$ cat src/rtl/im_port_arbiter.sv
// Instruction-memory port arbiter: loader has priority, a burst counter forces a fetch through after MAX_BURST loader wins.
// Grants are combinational, fetch data returns one cycle after f_gnt; the losing requester simply holds its request.

module im_port_arbiter #(
  parameter logic [31:0] BASE_ADDR  = 32'h0000_3000,
  parameter int          DEPTH_LOG2 = 12,
  parameter int          MAX_BURST  = 4
) (
  input  logic                  clk,
  input  logic                  reset,
  input  logic                  f_req,
  input  logic [31:0]           f_pc,
  output logic                  f_gnt,
  output logic                  f_rvalid,
  output logic [31:0]           f_instr,
  output logic                  f_err,
  input  logic                  l_req,
  input  logic [31:0]           l_addr,
  input  logic [31:0]           l_wdata,
  output logic                  l_gnt,
  output logic                  l_err,
  output logic                  m_en,
  output logic                  m_we,
  output logic [DEPTH_LOG2-1:0] m_addr,
  output logic [31:0]           m_wdata,
  input  logic [31:0]           m_rdata
);

  localparam int         AW        = DEPTH_LOG2 + 2;
  localparam logic [3:0] BURST_LIM = 4'(MAX_BURST);

  // Offsets wrap, so addresses below BASE_ADDR land far out of range.
  function automatic logic in_range(input logic [31:0] off);
    return (off[31:AW] == '0) && (off[1:0] == 2'b00);
  endfunction

  logic [31:0] f_off;
  logic [31:0] l_off;
  logic        f_ok;
  logic        l_ok;
  logic        burst_hit;

  logic [3:0]  cnt_q, cnt_d;
  logic        f_rvalid_q, f_rvalid_d;
  logic        oor_q, oor_d;
  logic        l_err_q, l_err_d;

  // Grants are held low while reset is asserted so nothing reaches the array.
  always_comb begin
    f_off     = f_pc - BASE_ADDR;
    l_off     = l_addr - BASE_ADDR;
    f_ok      = in_range(f_off);
    l_ok      = in_range(l_off);
    burst_hit = f_req && (cnt_q == BURST_LIM);
    l_gnt     = reset && l_req && !burst_hit;
    f_gnt     = reset && f_req && !l_gnt;
  end

  always_comb begin
    m_en    = 1'b0;
    m_we    = 1'b0;
    m_addr  = '0;
    m_wdata = '0;
    if (l_gnt && l_ok) begin
      m_en    = 1'b1;
      m_we    = 1'b1;
      m_addr  = l_off[AW-1:2];
      m_wdata = l_wdata;
    end else if (f_gnt && f_ok) begin
      m_en    = 1'b1;
      m_addr  = f_off[AW-1:2];
    end
  end

  always_comb begin
    cnt_d = cnt_q;
    if (!f_req || f_gnt) begin
      cnt_d = 4'd0;
    end else if (l_gnt && (cnt_q < BURST_LIM)) begin
      cnt_d = cnt_q + 4'd1;
    end
    f_rvalid_d = f_gnt;
    oor_d      = f_gnt && !f_ok;
    l_err_d    = l_gnt && !l_ok;
  end

  always_ff @(posedge clk or negedge reset) begin
    if (!reset) begin
      cnt_q      <= 4'd0;
      f_rvalid_q <= 1'b0;
      oor_q      <= 1'b0;
      l_err_q    <= 1'b0;
    end else begin
      cnt_q      <= cnt_d;
      f_rvalid_q <= f_rvalid_d;
      oor_q      <= oor_d;
      l_err_q    <= l_err_d;
    end
  end

  // A rejected fetch returns an all-zero word (NOP) alongside f_err.
  assign f_rvalid = f_rvalid_q;
  assign f_err    = f_rvalid_q && oor_q;
  assign f_instr  = (f_rvalid_q && !oor_q) ? m_rdata : 32'h0;
  assign l_err    = l_err_q;

endmodule

$ cat config.mk
export PLATFORM = sky130hd
export DESIGN_NAME = im_port_arbiter
export DESIGN_NICKNAME = d
export VERILOG_FILES = /design/src/rtl/im_port_arbiter.sv
export SDC_FILE = /design/constraint.sdc
export NUM_CORES = 1
export LEC_CHECK = 0
export BUFFER_PORTS_ARGS = -buffer_cell sky130_fd_sc_hd__buf_2
export CORE_AREA = 2 2 83 85
export CTS_CLUSTER_DIAMETER = 60
export DETAILED_ROUTE_END_ITERATION = 12
export DIE_AREA = 0 0 85 87
export GPL_ROUTABILITY_DRIVEN = 1
export PLACE_DENSITY = 0.69
export SLEW_MARGIN = 25
export SYNTH_ARGS = -nofsm -noshare
export SYNTH_HDL_FRONTEND = slang
export SYNTH_SLANG_ARGS = --single-unit
$ cat constraint.sdc
create_clock -name clk -period 2.85 [get_ports clk]
set_input_delay 0.57 -clock clk [delete_from_list [all_inputs] [get_ports clk]]
set_output_delay 0.57 -clock clk [all_outputs]
set_load 0.05 [all_outputs]
==> flow_metrics.tcl <==
set metrics [dict create \
    run_status "finished with violations" \
    violations "setup timing" \
    synth_area_leader_cell "and2_1" \
    ys_seq_area_frac 0.128 \
    core-area_sq_um 6570 \
    rsz0062_at_grt "true" \
    period_needed_ps 3300 \
    ctsLongestPathBuffers 2 \
    r2r_setup_slack_ps 1320 \
    synth_edf_count 0 \
    die_w_um 85 \
    grt_remaining_overflow 0 \
    ios 215 \
    rr_endpoint "oor_q" \
    antenna_found_initial 0 \
    cts_sinks 7 \
    final_cell_mix "buf_2, and2_1, and2_4, buf_8, buf_4" \
    avgSynthCellArea_sq_um 7.17 \
    wirelength_um 7010 \
    syn-num-nets 327 \
    drtPass1Iterations 4 \
    yosys.area.top_type_share 0.297 \
    crit_start "l_addr[24]" \
    io_buffers 214 \
    cts_made_buffers 3 \
    syn_area_sq_um 1370 \
    drc 0 \
    dp_hpwl_um 5330 \
    cts_tree "done" \
    grt_pass1_vias 2177 \
    antenna_left 0 \
    relSlewSlack 0.700 \
    synthCells 191 \
    period_share 1.16 \
    cp.required_ps 2280 \
    setup_ws_ps -449 \
    hold_viol 0 \
    grt_pass1_wl_um 10300 \
    num_antenna_cells 0 \
    placed_cells 499 \
    routed_via_density 4.47 \
    yosysWarnings 0 \
    drv_cap 0 \
    n_fill_cell 592 \
    post_drt_wl_per_cell_um 13.9 \
    synth_seq_cells 7 \
    cellPowerDensity_nw_per_um2 155 \
    synth.top_cells.by_area "and2_1, dfrtp_1, o32ai_1" \
    end_kind "output pin" \
    worst_pin_slew_ps 438 \
    fmax_mhz 303 \
    final_common_cell "buf_2" \
    crit_fanout 8 \
    setup_viol 46 \
    via_count 2248 \
    worstSkewPairLatency_ps 220 \
    drive_gt1_frac 0.707 \
    skew_ps 0.239 \
    clockRootBuffer "clkbuf_8" \
    timing.final.max_slew_violations 0 \
    path_clk_slew_ps 40 \
    nNetsFinal 560 \
    start_util 0.208 \
    die-height_um 87 \
    power.leakage_nw 1.82 \
    gp_congestion 0.667 \
    htree_levels 1 \
    cp-endpoint "m_addr[5]" \
    fin_hold_ws_ps 253 \
    synthArstFlopShare 1.00 \
    syn_to_final_growth_pct 159 \
    ir_worst_vdd_v 0.000184 \
    synth_ff_type "dfrtp_1" \
    gr-usage-all-layers 0.171 \
    drtIter0Drc 24 \
    fin_cells 503 \
    hp-class "input port to asynchronous set/reset pin" \
    crit_type "input port to output pin" \
    reg2reg_depth 6 \
    rows 30 \
    critical_path_arrival_ps 2730 \
    startpoint_type "input port" \
    rr_startpoint "cnt_q[0]" \
    cts_hold_buf 0 \
    synthDistinctLibCells 45 \
    die-area_sq_um 7400 \
    grt_start_max_net_pins 34 \
]
## through the flow
step	util	cell area [sq um]	setup slack (ps)	power [W]	setup TNS [ps]
floorplan	-	1740	-362	0.000255	-13770
global placement	0.468	3080	-537	0.000406	-23620
detailed placement	0.468	3080	-564	0.000411	-24620
CTS	0.540	3550	-464	0.000554	-18900
global route	0.540	3550	-537	0.000583	-22980
finish	0.540	3550	-449	0.000550	-18850
## per-layer routing
layer / global-route usage / routed length (um) / vias up
met5: 0 / 0 / -
met4: 0.0462 / 89 / 0
met3: 0.0256 / 533 / 8
met2: 0.336 / 3820 / 112
met1: 0.188 / 2570 / 1005
li1: - / - / 1123
## where the power goes
group | internal [W] | switching [W] | leakage [nW]
combinational | 0.000131 | 0.000175 | 1.70
clock | 0.0000967 | 0.0000421 | 0.0228
sequential | 0.000103 | 0.00000200 | 0.0945
## Yosys cell counts (3+ instances only)
cell type   n
ha_1        4
and2_1     65
o32ai_1    12
inv_1      19
dfrtp_1     7
a21oi_1     3
nand2_1     3
or4_1       3
clkbuf_1    5
nor2_1      8
buf_6       3
nor3_1      5
nand3_1    12
## cell families after synthesis
family	synth area share
and+or+nand+nor	0.506
buffers and inverters	0.107
AOI/OAI and AO/OA	0.188
DFF	0.128
adders and majority gates	0.0439
xor gates and xnor gates	0.0192
muxes	0.00731
## sequential cells by signal, summed over array words and instances, names as in the netlist
name / flops
f_rvalid: 1
l_err: 1
cnt_q: 4
oor_q: 1
## worst max-delay path: stages
cell and delay, ps:
buf_6 90, or4_1 510, or4_4 500, a2111oi_4 360
nand3_4 180, buf_12 190, o32ai_4 130, buf_6 200
## area by class of cell
| class | instances | area (sq um) | share of cell area |
|---|---|---|---|
| tap | 80 | 100 | 0.0282 |
| sequential | 7 | 175 | 0.0494 |
| clock buffer | 4 | 45.0 | 0.0127 |
| inverter | 20 | 87.6 | 0.0247 |
| timing repair buffer | 240 | 1730 | 0.489 |
| multi-input combinational | 152 | 1410 | 0.396 |
## worst min-delay path by stage
stage / start / end / slack, ps / cells after the start
2_1_floorplan: reset / cnt_q[0] / 270 / 0
3_3_place_gp: reset / cnt_q[2] / 490 / 2
3_5_place_dp: reset / cnt_q[3] / 490 / 2
4_1_cts: reset / cnt_q[3] / 250 / 2
5_1_grt: reset / cnt_q[3] / 260 / 2
6_report: reset / cnt_q[2] / 250 / 2
## repair_timing
item | in CTS | in global routing
gates resized for setup | 127 | 0
setup buffers | 0 | 0
endpoints found under the setup margin | 46 | 46
pin swaps | 3 | 3
Note: power is estimated with default switching activity, not from simulation.
